$ cat src/rtl/run_seq_pkg.sv
// Shared types and default constants for the run sequencer.
// The TIMEOUT state exists only when RUN_SEQUENCER_WATCHDOG_EN is defined.
package run_seq_pkg;

   localparam int START_W_DEF     = 2;
   localparam int TIMEOUT_CYC_DEF = 4096;
   localparam int CNT_W_DEF       = 16;

   // Wide enough for the largest legal START_W (15).
   localparam int START_CNT_W     = 4;

   typedef enum logic [2:0] {
      ST_IDLE,
      ST_START,
      ST_RUN,
`ifdef RUN_SEQUENCER_WATCHDOG_EN
      ST_DONE,
      ST_TIMEOUT
`else
      ST_DONE
`endif
   } state_t;

endpackage

$ cat src/rtl/run_sequencer_sat_counter.sv
// Saturating up-counter with synchronous clear and count enable.
// Clear takes priority over enable; the count sticks at all-ones.
module sat_counter #(
   parameter int W = 16
) (
   input  logic         clock,
   input  logic         reset,
   input  logic         clr,
   input  logic         en,
   output logic [W-1:0] count
);

   // Count register: clear, otherwise increment until all-ones.
   // NOTE: sequential state uses <= so every register samples pre-edge values.
   always_ff @(posedge clock or posedge reset) begin
      if (reset) begin
         count <= '0;
      end else if (clr) begin
         count <= '0;
      end else if (en && (count != '1)) begin
         count <= count + W'(1);
      end
   end

endmodule

$ cat src/rtl/run_sequencer.sv
// Run sequencer: accepts a host run request, pulses the core start for
// START_W cycles, times the run and reports completion to the host.
// Optional watchdog: define RUN_SEQUENCER_WATCHDOG_EN to enable TIMEOUT.
module run_sequencer
   import run_seq_pkg::*;
#(
   parameter int START_W     = START_W_DEF,
   parameter int TIMEOUT_CYC = TIMEOUT_CYC_DEF,
   parameter int CNT_W       = CNT_W_DEF
) (
   input  logic             clock,
   input  logic             reset,
   input  logic             req,
   input  logic [1:0]       prog_sel,
   input  logic             core_done,
   output logic             core_start,
   output logic [1:0]       core_prog_sel,
   output logic             busy,
   output logic             host_done,
   output logic             timeout,
   output logic [CNT_W-1:0] cycle_count
);

   state_t                 state;
   state_t                 state_nxt;
   logic [START_CNT_W-1:0] start_cnt;
   logic                   accept;
   logic                   start_last;
   logic                   at_limit;
   logic                   cnt_en;

   assign accept     = (state == ST_IDLE) && req;
   assign start_last = (start_cnt == START_CNT_W'(START_W - 1));

`ifdef RUN_SEQUENCER_WATCHDOG_EN
   assign at_limit = (cycle_count == CNT_W'(TIMEOUT_CYC));
`else
   assign at_limit = 1'b0;
`endif

   // The count freezes on the edge that hits the watchdog limit.
   assign cnt_en = (state == ST_RUN) && !core_done && !at_limit;

   // State register.
   // NOTE: only control and datapath registers take reset; nothing here is a memory.
   always_ff @(posedge clock or posedge reset) begin
      if (reset) begin
         state <= ST_IDLE;
      end else begin
         state <= state_nxt;
      end
   end

   // Next-state logic; req drops and core_done outside RUN are ignored.
   // NOTE: default assignment first so no path leaves state_nxt unassigned (no latch).
   always_comb begin
      state_nxt = state;
      case (state)
         ST_IDLE:    if (req) state_nxt = ST_START;
         ST_START:   if (start_last) state_nxt = ST_RUN;
         ST_RUN: begin
            if (core_done) begin
               state_nxt = ST_DONE;
`ifdef RUN_SEQUENCER_WATCHDOG_EN
            end else if (at_limit) begin
               state_nxt = ST_TIMEOUT;
`endif
            end
         end
         ST_DONE:    if (!req) state_nxt = ST_IDLE;
`ifdef RUN_SEQUENCER_WATCHDOG_EN
         ST_TIMEOUT: if (!req) state_nxt = ST_IDLE;
`endif
         default:    state_nxt = ST_IDLE;
      endcase
   end

   // Outputs decoded from the state register only.
   always_comb begin
      core_start = (state == ST_START);
      busy       = (state == ST_START) || (state == ST_RUN);
`ifdef RUN_SEQUENCER_WATCHDOG_EN
      host_done  = (state == ST_DONE) || (state == ST_TIMEOUT);
      timeout    = (state == ST_TIMEOUT);
`else
      host_done  = (state == ST_DONE);
      timeout    = 1'b0;
`endif
   end

   // START dwell counter; wraps to zero as START is left.
   always_ff @(posedge clock or posedge reset) begin
      if (reset) begin
         start_cnt <= '0;
      end else if (state == ST_START) begin
         start_cnt <= start_last ? '0 : start_cnt + START_CNT_W'(1);
      end
   end

   // Program select is captured on acceptance and held until the next one.
   always_ff @(posedge clock or posedge reset) begin
      if (reset) begin
         core_prog_sel <= '0;
      end else if (accept) begin
         core_prog_sel <= prog_sel;
      end
   end

   sat_counter #(
      .W (CNT_W)
   ) u_cycle_cnt (
      .clock (clock),
      .reset (reset),
      .clr   (accept),
      .en    (cnt_en),
      .count (cycle_count)
   );

endmodule

$ cat config.mk
export PLATFORM = sky130hd
export DESIGN_NAME = run_sequencer
export DESIGN_NICKNAME = d
export VERILOG_FILES = /design/src/rtl/run_seq_pkg.sv /design/src/rtl/run_sequencer_sat_counter.sv /design/src/rtl/run_sequencer.sv
export SDC_FILE = /design/constraint.sdc
export NUM_CORES = 1
export LEC_CHECK = 0
export ABC_AREA = 1
export CORE_MARGIN = 2
export CORE_UTILIZATION = 40
export CTS_BUF_LIST = sky130_fd_sc_hd__clkbuf_8
export CTS_CLUSTER_DIAMETER = 60
export DETAILED_ROUTE_END_ITERATION = 8
export PLACE_DENSITY_LB_ADDON = 0.1
export SLEW_MARGIN = 20
export SYNTH_ARGS = -nofsm -noshare
export SYNTH_HDL_FRONTEND = slang
export SYNTH_SLANG_ARGS = --single-unit
$ cat constraint.sdc
create_clock -name clock -period 2.1 [get_ports clock]
set_clock_uncertainty 0.05 [all_clocks]
set_input_delay 0.42 -clock clock [delete_from_list [all_inputs] [get_ports clock]]
set_output_delay 0.42 -clock clock [all_outputs]
set_load 0.01 [all_outputs]
==> flow_metrics.tcl <==
set metrics [dict create \
    yosysTopAreaCell "dfrtp_1" \
    cts_tree "yes" \
    status "finished clean" \
    clock-sinks 24 \
    place_congestion 0.8148 \
    synth_seq_area_share 0.4110 \
    coreArea_um2 3416 \
    synth_top_area_share 0.4110 \
    crit_type "flop to output port" \
    die_x_um 64.45 \
    ys_seq_elements 24 \
    first_pass_iters 4 \
    n_fill_cell 332 \
    syn_area_um2 1461 \
    syn-num-nets 220 \
    max_stage_delay_ps 540 \
    ctsLongestPathBuffers 2 \
    sw_frac_of_total 0.3631 \
    overflow 0 \
    p_seq_frac 0.390 \
    dieHeight_um 64.45 \
    ios 28 \
    rsz0062_at_grt "no" \
    setup_viol 0 \
    syn_to_final_growth_pct 26.03 \
    n_antenna_cell 0 \
    dieArea_um2 4153 \
    finalCriticalPeriod_ps 2014 \
    cts.root.buffer_cell "clkbuf_8" \
    ant_nets 0 \
    combPwrFrac 0.408 \
    drt-total-wl_um 3081 \
    cp-end-kind "output port" \
    cp_cell_sequence "inv_1, ha_2, clkdlybuf4s50_1" \
    hold_violations 0 \
    numCtsBuffers 3 \
    clk_latency_ps 270 \
    initial_core_util 0.4278 \
    cp_data_arrival_time_ps 1540 \
    drv_slew 0 \
    intPower_mw 0.9850 \
    cp_slowest_cell "clkdlybuf4s50_1" \
    dp_hpwl_um 2379 \
    fin_total_pwr_mw 1.547 \
    avgViaCountPerCell 4.604 \
    rows 21 \
    clock_power_share 0.202 \
    ys.warnings.count 0 \
    cellLeakagePower_nw 0.9053 \
    holdCritPathClass "primary input to asynchronous set/reset pin" \
    ys_types 20 \
    antenna_found_initial 0 \
    clk_pin_slew_ps 80 \
    switchingPower_mw 0.5615 \
    vias 1312 \
    netlist_top_cells_area "dfrtp_1 (41%), nand2_1 (20%), inv_1 (6.9%)" \
    grt.busiest_layer "met2" \
    grt_pass1_wl_um 5561 \
    track_usage 0.1707 \
    power.density_nw_per_um2 839.7 \
    first_iter_violations 24 \
    post-route-period-util 0.9588 \
    post_synth.cell_area_avg_um2 6.992 \
    grt_pass1_vias 1255 \
    peakVddDrop_mv 0.4730 \
    hold_buffers 0 \
    final_common_cell "nand2_1" \
    most-common-layout-cells "nand2_1 (77), inv_1 (27), clkdlybuf4s50_1 (25)" \
    drive_gt1_frac 0.06695 \
    start_kind "flop" \
    use_met1 0.2315 \
    setup_tns_ps 0 \
    path_max_fanout 5 \
    fmax_ghz 0.4966 \
    routedWlPerCell_um 10.81 \
    required_ps 1630 \
    grt_max_degree 25 \
    maxCapViolations 0 \
    ctsHtreeMaxLevel 1 \
    port_buffers 26 \
    synthCells 209 \
    grt_util_met3 0.02604 \
    drcViolationCount 0 \
    finalNetCount 251 \
    grt.met2_usage 0.2799 \
]
## power by group through the flow
stage               clock (mW)  sequential, mW  combinational (mW)
finish                   0.313           0.603               0.631
global route             0.345           0.617               0.720
CTS                      0.326           0.605               0.648
detailed placement           0           0.613               0.646
global placement             0           0.612               0.639
floorplan                    0           0.617               0.382
## registers in the layout (all words and copies together), names as in the netlist
register	cells
start_cnt	4
state	2
core_prog_sel	2
u_cycle_cnt.count	16
## cell type report
| class | instances | area, µm² | area share |
|---|---|---|---|
| Clock buffer | 4 | 55.05 | 0.02989 |
| Inverter | 27 | 101.3 | 0.05503 |
| Multi-Input combinational cell | 154 | 734.5 | 0.3988 |
| Sequential cell | 24 | 600.6 | 0.3261 |
| Tap cell | 46 | 57.56 | 0.03125 |
| Timing Repair Buffer | 30 | 292.8 | 0.1590 |
## per-stage QoR
step           instance area (µm²)  cells  setup WS (ps)  hold slack, ps  utilization
2_1_floorplan                 1461    209          544.4           384.6            -
3_3_place_gp                  1782    281          255.0           428.2       0.5216
3_5_place_dp                  1782    281          242.3           427.7       0.5216
4_1_cts                       1837    285          13.76           452.0       0.5377
5_1_grt                       1842    285          1.353           476.8       0.5392
6_report                      1842    285          86.48           442.7       0.5392
## final timing paths
| check | from | end | slack (ps) | depth (start not counted) |
|---|---|---|---|---|
| setup / recovery | state[1]$_DFFE_PP0P_ | core_start | 90 | 3 |
| hold / removal | reset | u_cycle_cnt.count[0]$_DFFE_PP0P_ | 440 | 3 |
| setup reg to reg | state[0]$_DFFE_PP0P_ | u_cycle_cnt.count[8]$_DFFE_PP0P_ | 400 | 9 |
| hold reg to reg | core_prog_sel[1]$_DFFE_PP0P_ | core_prog_sel[1]$_DFFE_PP0P_ | 450 | 2 |
| max in group asynchronous | reset | u_cycle_cnt.count[9]$_DFFE_PP0P_ | 1330 | 3 |
| min in group clock | core_prog_sel[1]$_DFFE_PP0P_ | core_prog_sel[1]$_DFFE_PP0P_ | 450 | 2 |
## kinds of logic (layout without fill, tap and decap cells)
family | count (synthesis) | count (layout) | synth area share
xor+xnor | 4 | 4 | 0.02397
buf+inv | 31 | 61 | 0.08818
other cells | 1 | 1 | 0.002566
simple gates | 132 | 132 | 0.3904
fa+ha+maj | 5 | 5 | 0.04281
compound gates | 12 | 12 | 0.04109
flops | 24 | 24 | 0.4110
## cell usage after synthesis (all sizes together)
master,n
a21oi,3
buf,3
clkbuf,1
conb,1
dfrtp,24
ha,5
inv,27
nand2,78
nand3,13
nand3b,1
nand4,11
nor2,28
o21ai,9
or2,1
xor2,4
## routing by layer
layer	part of all wire	wire [µm]
met2	0.47	1441
met5	0	0
met4	0.016	49
met1	0.49	1512
met3	0.025	78
## timing repair
action | in CTS | in global routing
endpoints found under the setup margin | 0 | 2
gates resized for setup | 0 | 2
setup buffers | 0 | 0
## critical path, delay by kind of cell (launching register included)
kind / cells / cell delay, ps
buffers and inverters: 2 / 640
adder cells (fa/ha/maj): 1 / 220
flip-flops: 1 / 420
Note: power is estimated with default switching activity, not from simulation.
